--- config.mk ---
export PLATFORM = sky130hd
export DESIGN_NAME = hp_mul_prep
export DESIGN_NICKNAME = d
export VERILOG_FILES = /design/src/rtl/hp_mul_prep.sv
export SDC_FILE = /design/constraint.sdc
export NUM_CORES = 1
export LEC_CHECK = 0
export CORE_MARGIN = 3
export CORE_UTILIZATION = 26
export CTS_CLUSTER_SIZE = 30
export DETAILED_ROUTE_END_ITERATION = 12
export SYNTH_ARGS = -nofsm -noshare
export SYNTH_HDL_FRONTEND = slang
export SYNTH_SLANG_ARGS = --single-unit
--- constraint.sdc ---
create_clock -name clk -period 2.2 [get_ports clk]
set_clock_uncertainty 0.05 [all_clocks]
set_input_delay 0.22 -clock clk [delete_from_list [all_inputs] [get_ports clk]]
set_output_delay 0.22 -clock clk [all_outputs]
set_load 0.005 [all_outputs]
--- src/rtl/hp_mul_prep.sv ---
// hp_mul_prep
// Prepares IEEE half-precision operand pairs for a Booth-style mantissa
// multiplier. Each pair accepted on the input handshake is classified,
// its mantissas are extended with the hidden bit, and its biased exponent
// sum is formed. The prepared entry is then queued in a 2-entry FIFO that
// feeds the multiplier stage.
//
// Ports
//   clk           single clock, rising-edge
//   rst_n         synchronous active-low reset
//   in_valid      upstream operand pair valid
//   in_ready      registered; high when the FIFO has room
//   hp_inA/hp_inB half-precision operands {sign, exp[4:0], man[9:0]}
//   out_valid     head entry valid (FIFO not empty)
//   out_ready     multiplier stage consumes the head entry
//   booth_manA    {3'b001, man_A} for normal pairs, else 0
//   booth_manB    {2'b01, man_B, 1'b0} for normal pairs, else 0
//   exp_sum       signed 7-bit exp_A + exp_B - 15 for normal pairs, else 0
//   sign_product  sign_A ^ sign_B, for every class
//   op_class      00 normal, 01 zero result, 11 invalid input
//   cnt_invalid   saturating count of accepted class-11 pairs
//   cnt_zero      saturating count of accepted class-01 pairs

module hp_mul_prep #(
    parameter int CNT_W = 8
) (
    input  logic             clk,
    input  logic             rst_n,
    input  logic             in_valid,
    output logic             in_ready,
    input  logic [15:0]      hp_inA,
    input  logic [15:0]      hp_inB,
    output logic             out_valid,
    input  logic             out_ready,
    output logic [12:0]      booth_manA,
    output logic [12:0]      booth_manB,
    output logic [6:0]       exp_sum,
    output logic             sign_product,
    output logic [1:0]       op_class,
    output logic [CNT_W-1:0] cnt_invalid,
    output logic [CNT_W-1:0] cnt_zero
);

    localparam logic [1:0] CLASS_NORMAL  = 2'b00;
    localparam logic [1:0] CLASS_ZERO    = 2'b01;
    localparam logic [1:0] CLASS_INVALID = 2'b11;

    localparam logic [CNT_W-1:0] CNT_MAX = '1;
    localparam logic [CNT_W-1:0] CNT_ONE = {{(CNT_W-1){1'b0}}, 1'b1};

    typedef struct packed {
        logic [12:0] man_a;
        logic [12:0] man_b;
        logic [6:0]  exp_sum;
        logic        sign;
        logic [1:0]  op_class;
    } entry_t;

    logic [4:0] exp_a;
    logic [4:0] exp_b;
    logic [9:0] man_a;
    logic [9:0] man_b;

    entry_t     prep;
    entry_t     head_q;
    entry_t     tail_q;
    logic [1:0] count_q;
    logic [1:0] count_next;
    logic       in_ready_q;
    logic       push;
    logic       pop;

    logic [CNT_W-1:0] cnt_invalid_q;
    logic [CNT_W-1:0] cnt_zero_q;

    assign exp_a = hp_inA[14:10];
    assign exp_b = hp_inB[14:10];
    assign man_a = hp_inA[9:0];
    assign man_b = hp_inB[9:0];

    // Classify the incoming pair and build its prepared entry.
    // Infinity/NaN outranks denormal, which outranks zero, so a pair such as
    // Inf x 0 reports invalid rather than zero. Non-normal pairs carry zeroed
    // mantissa/exponent fields so the multiplier never sees stale operands.
    // The 7-bit exponent sum cannot wrap: normal exponents are 1..30, which
    // gives -13..45.
    always_comb begin
        prep          = '0;
        prep.sign     = hp_inA[15] ^ hp_inB[15];
        if ((exp_a == 5'd31) || (exp_b == 5'd31)) begin
            prep.op_class = CLASS_INVALID;
        end else if (((exp_a == 5'd0) && (man_a != 10'd0)) ||
                     ((exp_b == 5'd0) && (man_b != 10'd0))) begin
            prep.op_class = CLASS_INVALID;
        end else if ((exp_a == 5'd0) || (exp_b == 5'd0)) begin
            prep.op_class = CLASS_ZERO;
        end else begin
            prep.op_class = CLASS_NORMAL;
            prep.man_a    = {3'b001, man_a};
            prep.man_b    = {2'b01, man_b, 1'b0};
            prep.exp_sum  = {2'b00, exp_a} + {2'b00, exp_b} - 7'd15;
        end
    end

    // in_ready is a flop, so push never depends combinationally on out_ready.
    assign push = in_valid & in_ready_q;
    assign pop  = (count_q != 2'd0) & out_ready;

    always_comb begin
        count_next = count_q;
        case ({push, pop})
            2'b10:   count_next = count_q + 2'd1;
            2'b01:   count_next = count_q - 2'd1;
            default: count_next = count_q;
        endcase
    end

    // Two-slot FIFO: head_q always drives the outputs, tail_q holds the
    // second entry. With one entry present a simultaneous push and pop
    // writes the new entry straight into the head. A push can never coincide
    // with occupancy 2 because in_ready_q is low then.
    always_ff @(posedge clk) begin
        if (!rst_n) begin
            head_q        <= '0;
            tail_q        <= '0;
            count_q       <= 2'd0;
            in_ready_q    <= 1'b0;
            cnt_invalid_q <= '0;
            cnt_zero_q    <= '0;
        end else begin
            count_q    <= count_next;
            in_ready_q <= (count_next != 2'd2);

            if (pop) begin
                if (count_q == 2'd2) begin
                    head_q <= tail_q;
                end else if (push) begin
                    head_q <= prep;
                end
            end else if (push) begin
                if (count_q == 2'd0) begin
                    head_q <= prep;
                end else begin
                    tail_q <= prep;
                end
            end

            // Statistics count accepted pairs only; stalls and pops leave them.
            if (push && (prep.op_class == CLASS_INVALID) && (cnt_invalid_q != CNT_MAX)) begin
                cnt_invalid_q <= cnt_invalid_q + CNT_ONE;
            end
            if (push && (prep.op_class == CLASS_ZERO) && (cnt_zero_q != CNT_MAX)) begin
                cnt_zero_q <= cnt_zero_q + CNT_ONE;
            end
        end
    end

    assign in_ready     = in_ready_q;
    assign out_valid    = (count_q != 2'd0);
    assign booth_manA   = head_q.man_a;
    assign booth_manB   = head_q.man_b;
    assign exp_sum      = head_q.exp_sum;
    assign sign_product = head_q.sign;
    assign op_class     = head_q.op_class;
    assign cnt_invalid  = cnt_invalid_q;
    assign cnt_zero     = cnt_zero_q;

endmodule

==> results.md <==
* Clock tree from TritonCTS: yes
* Detailed Route Iter0 Violations at approximately 240
* Switching share of power at 29.2%
* Max-cap violation count at 0
* Worst-path clk slew at 0.06 ns
* CP delay by family, top: simple AND/OR/NAND/NOR gates
* Width of the die at 127 um
* Area growth from synthesis to layout at 48.3%
* Largest net degree at the start of global routing at 25
* CTS Buffer Depth at 2
* Area leader, netlist: dfxtp_1
* Vias in the first global route at roughly 3700
* Topmost layer with routed signal wires: met4
* Placed standard-cell area at 5230 um^2
* Final count of negative-setup-slack endpoints at 0
* Static Leak at 2.24 nW
* First-pass GRT wire length at about 18 mm
* Per-cell via count in the routed design at 4.92
* Clock latency on the worst-skew pair at about 0.34 ns
* Post-layout nets at between 600 and 700
* Number of warnings reported in the yosys synthesis log at 0
* Bufs and invs on worst path at 2
* Count of antenna diodes in the layout at 0
* Most frequently used flop master after synthesis: dfxtp_1
* Start of the worst register-to-register path: cnt_zero[0]
* Type of the worst setup path: primary input to flop
* Maximum ir drop on the vdd rail at 0.000408 V
* Critical Path End Type: flop
* Setup repair after global routing missed its margin: no
* Stage delay of the slowest cell on the critical path at 0.50 ns
* Detail Route met2 WL at 5.82 mm
* Wire length after detailed routing at about 11 mm
* Dominant cell by count in the synthesized netlist: dfxtp_1
* DPL Wire Length at 8.27 mm
* Final critical-path required period at 2.13 ns
* Areal power density over the cells at 782 nW/um^2
* Number of antenna violations at the first check in global routing at 0
* Number of remaining DRC errors at 0
* Final slew viol count at 0
* Placement Setup Slack at -0.643 ns
* Post-Route M1 WL at around 5 mm
* Count of different cell masters after synthesis at 51
* Overall routing resource usage at 14.0%
* Final-report hold violation count at 0
* Library cell used as clock root buffer: clkbuf_16
* Starting utilization of the core area at 27.0%
* Crit. Startpoint: hp_inB[6]
* Sequential element share of the synthesized area at 42.4%
* Most instantiated cells after synthesis: dfxtp_1, a21oi_1, nand2_1
* Overall via count from detail_route at 3792
* Post-synth top area share at 42.4%
* Number of enable-type register cells in the synthesized netlist at 0
* Number of sinks handled by clock tree synthesis at 81
* Smallest setup slack after layout at 0.0680 ns
* Critical path launch point type: primary input
* Cell Chain, Critical Path: clkdlybuf4s50_1 -> or4_4 -> o41ai_4 -> buf_4 -> nand3_4 -> or4_4 -> a21oi_2
* Fraction of final layout cells sized beyond drive strength 1 at 17.6%
* Max FO, Critical Path at 7
* 1st-pass router iterations at 4
* Signal arrival time at the worst endpoint at 2.36 ns
* Synth async-reset ratio at 0%
* CP max-delay cell: or4_4
* Core region area at 14100 um^2
* Die outline area at 16200 um^2
* Overall die height at 127 um
* Clk network pwr share at approximately a third
* Remaining antenna violation count at 0
* GR Overflow Total at 0
* Worst Max-Slew Pin Slew at around 0.64 ns
* Number of standard cells after synthesis at 466
* Combinational power share at 27.6%
* Top-Level Pins at 90
* Switching Power at 1.30 mW
* Leading post-synthesis cells by cell area: dfxtp_1, a21oi_1, nand3_1, nand2_1, o21ai_0
* Total of flip-flops plus latches after synthesis at 81
* Routed length on met3 at 613 um
* Average instance area after synthesis at 8.21 um^2
* Design Area, Final at roughly 5700 um^2
* Period Utilization, post-route at 96.9%
* Hold path start: hp_inB[7]
* Level count of the clock H-tree at 3
* Number of buffers added by the clock tree synthesis step at 9
* Required time worst endpoint at 2.43 ns
* Most prevalent standard cell on the critical path: or4_4
* Outcome: completed
* Sequential group share of total power at 39.6%
* Final GP Congestion at 0.808
* Mapped cell area at roughly 3800 um^2
* Final sum of negative setup slack at 0 ns
* CTS Hold Buffers Added at 0
* Maximum clock frequency at 469 MHz
* Wirelength per Cell at 14.9 um
* Input/output buffers at 85
* Relative slew slack at 56.7%
* Cell row count at 43
* Class of the worst hold path: primary input to flop
* Cell internal pwr at 3.14 mW
## power by group through the flow
stage / sequential, mW / combinational (mW) / clock, mW
after floorplan: 1.76 / 0.592 / 0
after global placement: 1.78 / 1.19 / 0
after detailed placement: 1.79 / 1.21 / 0
after CTS: 1.76 / 1.23 / 1.49
after global routing: 1.78 / 1.35 / 1.56
final: 1.76 / 1.23 / 1.46
## registers in the layout, indices dropped and copies added (netlist names)
name,cells
booth_manA,10
booth_manB,11
cnt_invalid,8
cnt_zero,8
count_q,2
exp_sum,7
in_ready,1
op_class,2
sign_product,1
tail_q,31
## metal layers
layer	GRT usage (%)	vias to the layer above
li1	-	1898
met2	24.1	81
met5	0	-
met1	16.7	1800
met3	4.06	13
met4	4.54	0
## final timing paths
kind / end / depth (start not counted) / slack (ns)
hold / removal: tail_q[18] / 3 / 0.15
hold reg to reg: tail_q[31] / 2 / 0.40
setup / recovery: cnt_zero[7] / 7 / 0.07
setup reg to reg: cnt_zero[7] / 7 / 0.23
## metrics by stage
step | utilization, % | power (mW) | hold slack [ns] | instances
CTS | 39.2 | 4.47 | 0.372 | 768
global route | 40.1 | 4.69 | 0.165 | 770
detailed placement | 36.9 | 3.00 | 0.397 | 752
global placement | 36.9 | 2.97 | 0.389 | 752
floorplan | - | 2.35 | 0.322 | 469
finish | 40.1 | 4.44 | 0.149 | 770
## cells by family after synthesis
logic type      synth area share, %
xor+xnor                       2.06
other cells                  0.0980
compound gates                 23.1
buf+inv                        6.57
mux                            1.05
fa+ha+maj                      4.77
simple gates                   19.9
flops                          42.4
## cell usage in the layout (no fill, tap or decap), drive strengths merged, types with 4 or more instances in the layout
cell	count
a21o	4
nand3	41
dlymetal6s2s	11
nand2	50
clkdlybuf4s50	69
o21ai	34
inv	17
a22oi	20
ha	13
nand2b	5
a31oi	6
o31ai	4
nor3	7
clkbuf	11
a21oi	67
mux2i	4
dlygate4sd2	5
buf	62
conb	4
xnor2	6
nand4	4
dfxtp	81
or4	8
nor2	20
## repair_timing
action,CTS,global route
gates cloned,0,1
buffers inserted,1,1
hold endpoints to repair,0,0
gates resized for setup,12,29
setup endpoints to repair,9,36
pin swaps,7,15
## worst min-delay path, delay by kind of cell
family | cells | cell delay (ns)
and+or+nand+nor | 1 | 0.07
AOI/OAI and AO/OA | 1 | 0.06
buffers and inverters | 1 | 0.14
## cell type report
class | instances | area, um^2
well taps | 180 | 225
flip-flops and latches | 81 | 1620
clock inverters | 4 | 45.0
repair buffers | 147 | 1380
multi-input cells | 330 | 2100
inverters | 17 | 63.8
clock buffers | 11 | 233
fillers | 1415 | 8470
Note: power is estimated with default switching activity, not from simulation.
